===== src/rtl/pwm_audio_pkg.sv =====
// pwm_audio_pkg
// Shared types and constants for the PWM audio output stage.
//   state_t        : FSM state encoding (IDLE, RUN)
//   SAMPLE_W_DEF   : default incoming sample width
//   PWM_W_DEF      : default PWM resolution in bits
//   period_max()   : last counter value of a PWM period (2**pwm_w - 1)
package pwm_audio_pkg;

   localparam int SAMPLE_W_DEF = 12;
   localparam int PWM_W_DEF    = 8;

   typedef enum logic {
      IDLE = 1'b0,
      RUN  = 1'b1
   } state_t;

   function automatic int period_max(input int pwm_w);
      return (1 << pwm_w) - 1;
   endfunction

endpackage


===== src/rtl/pwm_audio_dither.sv =====
// pwm_audio_dither
// Combinational first-order error feedback: folds the sample bits below the
// PWM resolution into a running residual and carries overflow into the duty.
// Only instantiated when PWM_AUDIO_DITHER_EN is defined.
// Ports:
//   sample_i    : full-width sample being loaded
//   residual_i  : residual carried from the previous load
//   duty_o      : duty for the coming period (saturates at all-ones)
//   residual_o  : residual to keep for the next load
module pwm_audio_dither #(
   parameter int SAMPLE_W = 12,
   parameter int PWM_W    = 8
) (
   input  logic [SAMPLE_W-1:0]       sample_i,
   input  logic [SAMPLE_W-PWM_W-1:0] residual_i,
   output logic [PWM_W-1:0]          duty_o,
   output logic [SAMPLE_W-PWM_W-1:0] residual_o
);

   localparam int RES_W = SAMPLE_W - PWM_W;

   logic [RES_W:0]   sum;
   logic [PWM_W-1:0] upper;

   assign sum        = {1'b0, sample_i[RES_W-1:0]} + {1'b0, residual_i};
   assign upper      = sample_i[SAMPLE_W-1 -: PWM_W];
   assign residual_o = sum[RES_W-1:0];

   // A carry into an already full-scale duty would wrap to 0; clamp instead.
   assign duty_o = (sum[RES_W] && (&upper)) ? '1 : upper + PWM_W'(sum[RES_W]);

endmodule


===== src/rtl/pwm_audio_out.sv =====
// pwm_audio_out
// Final audio stage: double-buffers 12-bit mixed samples behind a valid/ready
// handshake and plays each one as a single fixed-length PWM period on the
// audio pin. One sample is consumed per period of 2**PWM_W clocks.
// Optional build macro: PWM_AUDIO_DITHER_EN adds first-order error-feedback
// dithering of the sample bits below the PWM resolution.
// Ports:
//   clk          : system clock
//   n_rst        : asynchronous active-low reset
//   enable       : run PWM; low forces IDLE (shadow contents kept)
//   sample       : unsigned mixed sample
//   sample_valid : sample is presented
//   sample_ready : shadow register empty (transfer on valid && ready)
//   pwm_out      : registered PWM output
//   period_start : one-cycle pulse when a new period begins
//   underrun     : one-cycle pulse when a period begins with no new sample
//
// state | meaning
// IDLE  | counter held at 0, output low, waiting for enable and a sample
// RUN   | counting through a PWM period, reloading duty on the wrap cycle
module pwm_audio_out
   import pwm_audio_pkg::*;
#(
   parameter int SAMPLE_W = SAMPLE_W_DEF,
   parameter int PWM_W    = PWM_W_DEF
) (
   input  logic                clk,
   input  logic                n_rst,
   input  logic                enable,
   input  logic [SAMPLE_W-1:0] sample,
   input  logic                sample_valid,
   output logic                sample_ready,
   output logic                pwm_out,
   output logic                period_start,
   output logic                underrun
);

   localparam logic [PWM_W-1:0] CNT_MAX = PWM_W'(period_max(PWM_W));

   state_t              state_q;
   logic [PWM_W-1:0]    cnt_q;
   logic [PWM_W-1:0]    duty_q;
   logic [SAMPLE_W-1:0] shadow_q;
   logic                shadow_full_q;
   logic                pwm_q;
   logic                period_start_q;
   logic                underrun_q;

   logic                accept;
   logic                consume;
   logic [PWM_W-1:0]    load_duty_d;

`ifdef PWM_AUDIO_DITHER_EN
   logic [SAMPLE_W-PWM_W-1:0] residual_q;
   logic [SAMPLE_W-PWM_W-1:0] residual_d;

   pwm_audio_dither #(
      .SAMPLE_W (SAMPLE_W),
      .PWM_W    (PWM_W)
   ) u_dither (
      .sample_i   (shadow_q),
      .residual_i (residual_q),
      .duty_o     (load_duty_d),
      .residual_o (residual_d)
   );
`else
   logic unused_shadow_lsbs;

   assign load_duty_d        = shadow_q[SAMPLE_W-1 -: PWM_W];
   assign unused_shadow_lsbs = ^shadow_q[SAMPLE_W-PWM_W-1:0];
`endif

   assign sample_ready = ~shadow_full_q;
   assign accept       = sample_valid & ~shadow_full_q;
   // Consume happens on the IDLE->RUN load or on the wrap cycle in RUN.
   assign consume      = enable & shadow_full_q &
                         ((state_q == IDLE) | (cnt_q == CNT_MAX));

   assign pwm_out      = pwm_q;
   assign period_start = period_start_q;
   assign underrun     = underrun_q;

   // Accept and consume are mutually exclusive: accept needs the shadow empty,
   // consume needs it full. A sample accepted on the wrap cycle waits a period.
   always_ff @(posedge clk or negedge n_rst) begin
      if (!n_rst) begin
         shadow_q      <= '0;
         shadow_full_q <= 1'b0;
      end else if (consume) begin
         shadow_full_q <= 1'b0;
      end else if (accept) begin
         shadow_q      <= sample;
         shadow_full_q <= 1'b1;
      end
   end

   always_ff @(posedge clk or negedge n_rst) begin
      if (!n_rst) begin
         state_q        <= IDLE;
         cnt_q          <= '0;
         duty_q         <= '0;
         pwm_q          <= 1'b0;
         period_start_q <= 1'b0;
         underrun_q     <= 1'b0;
`ifdef PWM_AUDIO_DITHER_EN
         residual_q     <= '0;
`endif
      end else begin
         period_start_q <= 1'b0;
         underrun_q     <= 1'b0;
         // Output lags the counter by one cycle; on the wrap cycle cnt==max
         // is never below an 8-bit duty, so full scale still has one low cycle.
         pwm_q          <= (state_q == RUN) && (cnt_q < duty_q);
         if (!enable) begin
            state_q    <= IDLE;
            cnt_q      <= '0;
            pwm_q      <= 1'b0;
`ifdef PWM_AUDIO_DITHER_EN
            residual_q <= '0;
`endif
         end else begin
            case (state_q)
               IDLE: begin
                  cnt_q <= '0;
                  if (shadow_full_q) begin
                     duty_q         <= load_duty_d;
                     period_start_q <= 1'b1;
                     state_q        <= RUN;
`ifdef PWM_AUDIO_DITHER_EN
                     residual_q     <= residual_d;
`endif
                  end else begin
`ifdef PWM_AUDIO_DITHER_EN
                     residual_q     <= '0;
`endif
                  end
               end
               RUN: begin
                  cnt_q <= cnt_q + PWM_W'(1);
                  if (cnt_q == CNT_MAX) begin
                     period_start_q <= 1'b1;
                     if (shadow_full_q) begin
                        duty_q     <= load_duty_d;
`ifdef PWM_AUDIO_DITHER_EN
                        residual_q <= residual_d;
`endif
                     end else begin
                        underrun_q <= 1'b1;
                     end
                  end
               end
               default: state_q <= IDLE;
            endcase
         end
      end
   end

endmodule


===== config.mk =====
export PLATFORM = sky130hd
export DESIGN_NAME = pwm_audio_out
export DESIGN_NICKNAME = d
export VERILOG_FILES = /design/src/rtl/pwm_audio_pkg.sv /design/src/rtl/pwm_audio_dither.sv /design/src/rtl/pwm_audio_out.sv
export SDC_FILE = /design/constraint.sdc
export NUM_CORES = 1
export LEC_CHECK = 0
export BUFFER_PORTS_ARGS = -buffer_cell sky130_fd_sc_hd__buf_4
export CAP_MARGIN = 15
export CORE_MARGIN = 4
export CORE_UTILIZATION = 55
export CTS_CLUSTER_DIAMETER = 200
export DETAILED_ROUTE_END_ITERATION = 10
export PLACE_DENSITY = 0.77
export SLEW_MARGIN = 20
export SYNTH_ARGS = -nofsm -noshare
export SYNTH_HDL_FRONTEND = slang
export SYNTH_HIERARCHICAL = 1
export SYNTH_SLANG_ARGS = --single-unit

===== constraint.sdc =====
create_clock -name clk -period 1.8 [get_ports clk]
set_input_delay 0.09 -clock clk [delete_from_list [all_inputs] [get_ports clk]]
set_output_delay 0.09 -clock clk [all_outputs]
set_load 0.02 [all_outputs]

==> metrics.md, run 1 <==
| Metric | Value |
|---|---|
| Outcome | `complete, no violations` |
| Initial Utilization | `0.588` |
| Row count | `17` |
| Avg WL per Cell | `13.8 um` |
| Share of synthesized registers carrying an async set or reset | `1.00` |
| Worst VDD drop | `0.000875 V` |
| EDFF count, synth | `0` |
| Worst-path clk slew | `90 ps` |
| Yosys top cell by area | `dfrtp_1` |
| FMAX | `602 MHz` |
| Yosys warns | `6` |
| Hold Crit Start | `enable` |
| Syn Area/Cell | `12.5 um^2` |
| Final HPWL DP | `1640 um` |
| First-pass GRT wire length | `4090 um` |
| Final worst-path cycle share | `0.924` |
| Cts repair resizes | `0` |
| Max Root-Sink Buffers | `2` |
| Setup TNS | `0 ps` |
| # port buffers | `15` |
| Worst stage delay on the critical path | `460 ps` |
| Most used DFF post-synth | `dfrtp_1` |
| Worst setup path category | `register to register` |
| Distinct cells, synth | `30` |
| Total Routing Usage GR | `0.171` |
| Die width | `57.1 um` |
| Synthesis-to-layout area growth | `24.4%` |
| Cts bufs inserted | `5` |
| Worst R2R Setup Slack | `140 ps` |
| Largest net degree at the start of global routing | `30` |
| CP Launch Type | `register` |
| Number of global-route vias before repair | `905` |
| H-tree Lvls | `2` |
| Most frequent cell after synthesis | `dfrtp_1` |
| Nets | `164` |
| Gpl congestion | `0.796` |
| Via count | `885` |
| Mapped Area | `1330 um^2` |
| Slowest cell on crit path | `or4_1` |
| Tightest Pin Transition | `359 ps` |
| Placed Cells | `151` |
| Syn_nets | `130` |
| Flops & latches, synth | `29` |
| Crit end category | `register` |
| Worst hold path class | `input pin to register` |
| Area of the die | `3260 um^2` |
| Non-Filler Instances | `168` |
| Pleak | `0.000814 uW` |
| Max-cap violations | `0` |
| Crit path DAT | `1910 ps` |
| Post-route DRC | `0` |
| CTS tree | `yes` |
| Pwr/cell area | `1080 nW/um^2` |
| Slew HR | `0.760` |
| I/O pin total | `20` |
| End of the worst hold path | `state_q$_DFF_PN0_` |
| Post-route ant nets | `0` |
| CTS sink count | `29` |
| Post-CTS Repair Setup Buffers | `0` |
| Fill count | `169` |
| RSZ-0062 raised after global routing | `no` |
| Clock root buffer | `clkbuf_4` |
| R2R depth | `5` |
| Reg2reg start | `cnt_q[1]$_DFF_PN0_` |
| Seq/Total Area, Yosys | `0.548` |
| Hold WS | `29.3 ps` |
| Final core utilization | `0.731` |
| Final slew viol count | `0` |
| Worst R2R End | `pwm_out$_DFF_PN0_` |
| Initial antenna violation count | `0` |
| Crit path cell chain | `ha_1 > o211ai_1 > a21oi_1 > or4_1 > a41oi_1` |
| Top cell type's share of synthesized area | `0.548` |
| Synthesized instance count | `106` |
| Antenna Cells | `0` |
| # hold bufs at CTS | `10` |
| Worst Skew | `7.99 ps` |
| Worst path required time | `2050 ps` |
| Final hold vios | `0` |
| CP Max Fanout | `3` |
| DIE HEIGHT | `57.1 um` |
| Gr ovfl total | `0` |
| Min Tclk post-route | `1660 ps` |
| Top post-synthesis cells by count | `dfrtp_1, mux2_2, inv_1` |
| Cells taking the most area after synthesis | `dfrtp_1, mux2_2, ha_1` |
| Final setup viols | `0` |
| Final wirelength | `2310 um` |
| Clk Latency, worst-skew pair | `330 ps` |
| Hold path depth | `3` |
| Iter 0 DRT Violations | `6` |
| Share of cells above drive strength 1 | `0.329` |
| Via density | `5.27` |
| Core area | `2250 um^2` |
| Drt pass-1 iters | `2` |
cells in the final DEF, fill, tap and decap left out, types with 2 or more instances in the layout:
cell type      count
xor2_1             2
ha_1               8
xnor2_1            3
dlygate4sd3_1     10
clkbuf_4           5
dfrtp_1           29
nand2_1            4
nor2_1             7
buf_4             19
nor2b_1            2
mux2_2            16
a21oi_1            3
o21ai_0            2
inv_1              9
and3_1             3
stage by stage:
step	power, uW	setup slack, ps	area [um^2]
finish	1780	138	1650
global route	1930	8.30	1650
CTS	1800	119	1650
detailed placement	1390	136	1490
global placement	1350	163	1490
floorplan	1260	198	1330
state kept, by name, summed over array words and instances (netlist names):
register and flops:
state_q 1, shadow_q 8, period_start 1, shadow_full_q 1
underrun 1, pwm_out 1, duty_q 8, cnt_q 8
worst max-delay path by stage:
stage	end	slack, ps	cells past startpoint	startpoint
final	pwm_out$_DFF_PN0_	140	5	cnt_q[1]$_DFF_PN0_
after global routing	pwm_out$_DFF_PN0_	8	5	cnt_q[1]$_DFF_PN0_
after CTS	pwm_out$_DFF_PN0_	120	5	cnt_q[1]$_DFF_PN0_
after detailed placement	pwm_out$_DFF_PN0_	140	5	cnt_q[1]$_DFF_PN0_
after global placement	pwm_out$_DFF_PN0_	160	5	cnt_q[1]$_DFF_PN0_
after floorplan	pwm_out$_DFF_PN0_	200	4	cnt_q[3]$_DFF_PN0_
power by group:
group          switching (uW)  internal, uW
logic                     181           257
clock network             214           184
registers                 103           838
kinds of logic after synthesis:
kind of cell    after synthesis  share of synthesized area
flops                        29                      0.548
xor+xnor                      5                     0.0331
fa+ha+maj                     8                     0.0755
compound gates               11                     0.0567
simple gates                 26                      0.118
mux                          16                      0.136
buf+inv                      11                     0.0330
critical path: cells and delay by family, from the launching register on:
| kind | cells | cell delay (ps) |
|---|---|---|
| compound gates | 3 | 430 |
| simple gates | 1 | 460 |
| flops | 1 | 400 |
| fa+ha+maj | 1 | 290 |
routing by layer:
| layer | share of wire | up-vias | routed length [um] | global-route usage |
|---|---|---|---|---|
| met3 | 0.039 | 4 | 90 | 0.0475 |
| met1 | 0.41 | 432 | 959 | 0.192 |
| li1 | - | 433 | - | - |
| met4 | 0.021 | 0 | 49 | 0.0993 |
| met2 | 0.52 | 16 | 1210 | 0.290 |
| met5 | 0 | - | 0 | 0 |
area by class of cell:
class                      count  area [um^2]  share of cell area
sequential                    29          726               0.440
multi-input combinational     66          556               0.337
timing repair buffer          29          243               0.147
clock buffer                   7         55.1              0.0334
tap                           28         35.0              0.0213
inverter                       9         33.8              0.0205
No activity file was read; power rests on OpenSTA's default activity.
==> run 2, diff against run 1 <==
==> constraint.sdc (replaced) <==
create_clock -name clk -period 1.8 [get_ports clk]
set_input_delay 0.18 -clock clk [delete_from_list [all_inputs] [get_ports clk]]
set_output_delay 0.18 -clock clk [all_outputs]
set_load 0.02 [all_outputs]
==> metrics.md, run 2 (synthesized netlist as in run 1, its figures left out) <==
| Metric | Value |
|---|---|
| Outcome | `complete, no violations` |
| Via count | `862` |
| Pre-CTS setup slack | `103 ps` |
| Crit end category | `register` |
| Worst Skew | `12.2 ps` |
| RSZ-0062 raised after global routing | `no` |
| Overall power | `1870 uW` |
| Largest regs | `cnt_q (8), duty_q (8), shadow_q (8)` |
| Worst setup path category | `register to register` |
| Commonest non-fill, non-tap cells in the layout | `dfrtp_1, buf_4, mux2_2` |
| Crit path DAT | `1940 ps` |
| Share of cells above drive strength 1 | `0.359` |
| Fin area | `1580 um^2` |
| Worst hold path class | `input pin to register` |
| Pleak | `0.000786 uW` |
| DIE HEIGHT | `57.1 um` |
| Critical Path Start | `cnt_q[1]$_DFF_PN0_` |
| CP endpoint | `pwm_out$_DFF_PN0_` |
| Hold WS | `72.2 ps` |
| Setup ws final | `103 ps` |
| Clk Latency, worst-skew pair | `330 ps` |
| Final HPWL DP | `1700 um` |
| Area of the die | `3260 um^2` |
| Initial Utilization | `0.588` |
| Die width | `57.1 um` |
| Commonest non-fill, non-tap cell in the layout | `dfrtp_1` |
| Iter 0 DRT Violations | `12` |
| Cts repair resizes | `0` |
| Tightest Pin Transition | `357 ps` |
| Slew HR | `0.762` |
| Drt pass-1 iters | `4` |
| CTS sink count | `29` |
| Worst-path clk slew | `90 ps` |
| Max Root-Sink Buffers | `2` |
| Worst path required time | `2050 ps` |
| Via density | `5.42` |
| Clock root buffer | `clkbuf_4` |
| R2R depth | `5` |
| Final wirelength | `2250 um` |
| Max-cap violations | `0` |
| Number of global-route vias before repair | `883` |
| Synthesis-to-layout area growth | `18.9%` |
| Row count | `17` |
| Core area | `2250 um^2` |
| # port buffers | `15` |
| Avg WL per Cell | `14.1 um` |
| Worst R2R Setup Slack | `100 ps` |
| Reg2reg start | `cnt_q[1]$_DFF_PN0_` |
| Worst R2R End | `pwm_out$_DFF_PN0_` |
| Setup TNS | `0 ps` |
| Largest net degree at the start of global routing | `30` |
| CTS tree | `yes` |
| CP Max Fanout | `3` |
| Gr ovfl total | `0` |
| Post-route DRC | `0` |
| Total Routing Usage GR | `0.169` |
| CP Launch Type | `register` |
| Antenna Cells | `0` |
| Initial antenna violation count | `0` |
| Pwr/cell area | `1190 nW/um^2` |
| Post-route ant nets | `0` |
| H-tree Lvls | `2` |
| Final hold vios | `0` |
| I/O pin total | `20` |
| Worst VDD drop | `0.000876 V` |
| Area post-placement | `1490 um^2` |
| Final setup viols | `0` |
| Nets | `155` |
| FMAX | `589 MHz` |
| Gpl congestion | `0.781` |
| First-pass GRT wire length | `4040 um` |
| Min Tclk post-route | `1700 ps` |
| Cts bufs inserted | `5` |
| Final worst-path cycle share | `0.943` |
| Final slew viol count | `0` |
[run 2: changes by cell type in the layout (fill, tap and decap cells not counted)]
cell,delta
clkbuf_8,-1
clkbuf_1,-1
clkinv_2,+1
bufinv_16,+1
dlygate4sd3_1,-9
[run 2: critical path, stage by stage, from the launching register on]
cell	delay, ps
dfrtp_1	410
ha_1	300
o211ai_1	150
a21oi_1	60
or4_1	460
a41oi_1	230
[run 2: where the power goes]
part | switching [uW] | total, uW | internal [uW]
Combinational | 185 | 433 | 248
Sequential | 101 | 939 | 838
Clock | 220 | 503 | 283
[run 2: timing repair]
item | in CTS | in global routing
buffers inserted | 0 | 0
hold buffers | 1 | 0
hold endpoints to repair | 29 | 0
[run 2: how the worst min path moves through the flow]
stage / endpoint / depth (start not counted) / start
after floorplan: cnt_q[0]$_DFF_PN0_ / 0 / n_rst
after global placement: cnt_q[6]$_DFF_PN0_ / 1 / n_rst
after detailed placement: cnt_q[6]$_DFF_PN0_ / 1 / n_rst
after CTS: shadow_q[10]$_DFFE_PN0P_ / 2 / sample[10]
after global routing: shadow_q[5]$_DFFE_PN0P_ / 2 / sample[5]
final: shadow_q[4]$_DFFE_PN0P_ / 2 / sample[4]
[run 2: metrics by stage]
| stage | instances | utilization |
|---|---|---|
| global route | 159 | 0.699 |
| finish | 159 | 0.699 |
| detailed placement | 151 | 0.662 |
| CTS | 159 | 0.699 |
| floorplan | 106 | - |
| global placement | 151 | 0.662 |
[run 2: per-layer routing]
layer | share of wire | track usage | vias up
met5 | 0 | 0 | -
met4 | 0.020 | 0.0894 | 0
met3 | 0.058 | 0.0814 | 6
met2 | 0.50 | 0.268 | 18
met1 | 0.42 | 0.188 | 424
li1 | - | - | 414
[run 2: final cells by class]
type                    count  area, um^2
inverters                   9        33.8
clock inverters             2        35.0
well taps                  28        35.0
clock buffers               5        37.5
flip-flops and latches     29         726
fillers                   169         679
multi-input cells          66         556
repair buffers             20         153
==> run 3, diff against run 2 <==
--- a/config.mk
+++ b/config.mk
@@ -5,13 +5,16 @@
 export SDC_FILE = /design/constraint.sdc
 export NUM_CORES = 1
 export LEC_CHECK = 0
-export BUFFER_PORTS_ARGS = -buffer_cell sky130_fd_sc_hd__buf_4
+export BUFFER_PORTS_ARGS = -buffer_cell sky130_fd_sc_hd__buf_2
 export CAP_MARGIN = 15
+export CELL_PAD_IN_SITES_DETAIL_PLACEMENT = 2
+export CELL_PAD_IN_SITES_GLOBAL_PLACEMENT = 2
 export CORE_MARGIN = 4
-export CORE_UTILIZATION = 55
+export CORE_UTILIZATION = 37
 export CTS_CLUSTER_DIAMETER = 200
 export DETAILED_ROUTE_END_ITERATION = 10
-export PLACE_DENSITY = 0.77
+export PLACE_DENSITY_LB_ADDON = 0.1
+export SKIP_CTS_REPAIR_TIMING = 1
 export SLEW_MARGIN = 20
 export SYNTH_ARGS = -nofsm -noshare
 export SYNTH_HDL_FRONTEND = slang
==> metrics.md, run 3 (synthesized netlist as in run 1, its figures left out) <==
| Metric | Value |
|---|---|
| Outcome | `complete, no violations` |
| Global Route met3 Usage | `0.0443` |
| Iter 0 DRT Violations | `25` |
| Final HPWL DP | `2020 um` |
| Total Routing Usage GR | `0.148` |
| Core area | `3390 um^2` |
| Worst Skew | `5.11 ps` |
| Nets | `155` |
| Post-route ant nets | `0` |
| Worst hold path class | `input pin to register` |
| Avg WL per Cell | `15.4 um` |
| Crit path buf inv count | `0` |
| Sequential Power Share | `0.494` |
| RSZ-0062 raised after global routing | `no` |
| H-tree Lvls | `2` |
| Die width | `67.8 um` |
| Number of global-route vias before repair | `1,012` |
| Clock root buffer | `clkbuf_4` |
| Tightest Pin Transition | `655 ps` |
| FMAX | `587 MHz` |
| Pleak | `0.000775 uW` |
| Largest net degree at the start of global routing | `30` |
| Final wirelength | `2720 um` |
| Synthesis-to-layout area growth | `19.3%` |
| Pint | `1370 uW` |
| Worst stage delay on the critical path | `500 ps` |
| First-pass GRT wire length | `4830 um` |
| Final setup viols | `0` |
| Crit end category | `register` |
| Setup TNS | `0 ps` |
| # port buffers | `15` |
| Slew HR | `0.563` |
| Power share of the clock group | `0.263` |
| Worst setup path category | `register to register` |
| Worst path required time | `2040 ps` |
| Area post-placement | `1480 um^2` |
| Commonest non-fill, non-tap cell in the layout | `dfrtp_1` |
| CP Max Fanout | `2` |
| CTS sink count | `29` |
| Largest regs | `cnt_q (8), duty_q (8), shadow_q (8)` |
| Worst R2R Setup Slack | `100 ps` |
| Pwr/cell area | `1210 nW/um^2` |
| Crit path cell chain | `ha_1 > a22o_1 > or4_1 > a41oi_2` |
| Area of the die | `4600 um^2` |
| Multi-input gate area | `576 um^2` |
| Share of cells above drive strength 1 | `0.374` |
| Max-cap violations | `0` |
| Comb pwr share | `0.242` |
| Cts bufs inserted | `5` |
| Register Area | `726 um^2` |
| Grt met2 use | `0.248` |
| Via density | `4.93` |
| Commonest non-fill, non-tap cells in the layout | `dfrtp_1, mux2_2, buf_2` |
| Sw frac | `0.283` |
| Drt pass-1 iters | `3` |
| Gr ovfl total | `0` |
| Worst VDD drop | `0.000543 V` |
| Row count | `21` |
| Antenna Cells | `0` |
| Grt peak-use layer | `met2` |
| Fin area | `1580 um^2` |
| Switch Pwr | `539 uW` |
| Min Tclk post-route | `1700 ps` |
| Initial antenna violation count | `0` |
| DIE HEIGHT | `67.8 um` |
| Final worst-path cycle share | `0.947` |
| Clk Latency, worst-skew pair | `320 ps` |
| Max Root-Sink Buffers | `2` |
| Crit path DAT | `1940 ps` |
| Met1 usage | `0.178` |
| Fill count | `342` |
| CTS tree | `yes` |
| Initial Utilization | `0.391` |
| CP Launch Type | `register` |
| Post-route DRC | `0` |
| CP delay by family, top | `simple AND/OR/NAND/NOR gates` |
| Final hold vios | `0` |
| Slowest cell on crit path | `or4_1` |
| I/O pin total | `20` |
| Final slew viol count | `0` |
| Worst-path clk slew | `90 ps` |
| Via count | `872` |
| Gpl congestion | `0.769` |
==> run 3: worst register-to-register path, cell delays in order, from the launching register on <==
cell and delay (ps):
dfrtp_1 410, ha_1 330, a22o_1 180, or4_1 500, a41oi_2 210
==> run 3: stage by stage <==
step	hold WS [ps]	cells	total power (uW)	utilization	setup WS, ps
after floorplan	-116	106	1260	-	198
after global placement	240	169	1370	0.436	128
after detailed placement	251	169	1410	0.436	100
after CTS	-107	176	1920	0.457	68.9
after global routing	56.1	177	2070	0.466	35.1
final	84.3	177	1900	0.466	95.4
==> run 3: path summary, 6_finish.rpt <==
path                                         start                       end  cells after the start
worst max-delay path            cnt_q[5]$_DFF_PN0_         pwm_out$_DFF_PN0_                      4
worst min-delay path                    sample[11]  shadow_q[11]$_DFFE_PN0P_                      2
worst max register to register  cnt_q[5]$_DFF_PN0_         pwm_out$_DFF_PN0_                      4
worst min register to register  cnt_q[0]$_DFF_PN0_        cnt_q[0]$_DFF_PN0_                      1
max in group asynchronous                    n_rst     duty_q[0]$_DFFE_PN0P_                      2
min in group asynchronous                    n_rst   shadow_q[4]$_DFFE_PN0P_                      2
==> run 3: metal layers <==
| metal | vias up | wire [um] |
|---|---|---|
| li1 | 415 | - |
| met1 | 444 | 1200 |
| met2 | 11 | 1420 |
| met3 | 2 | 81 |
| met4 | 0 | 21 |
| met5 | - | 0 |
==> run 3: power by group through the flow <==
stage               sequential, uW  clock (uW)  combinational [uW]
finish                         942         501                 462
global route                   972         568                 534
CTS                            945         521                 453
detailed placement             960           0                 453
global placement               945           0                 422
floorplan                      922           0                 333
==> run 3: final cells by class <==
| class | count | area share |
|---|---|---|
| Sequential cell | 29 | 0.459 |
| Multi-Input combinational cell | 66 | 0.364 |
| Timing Repair Buffer | 20 | 0.0728 |
| Tap cell | 46 | 0.0364 |
| Clock buffer | 5 | 0.0238 |
| Clock inverter | 2 | 0.0222 |
| Inverter | 9 | 0.0214 |
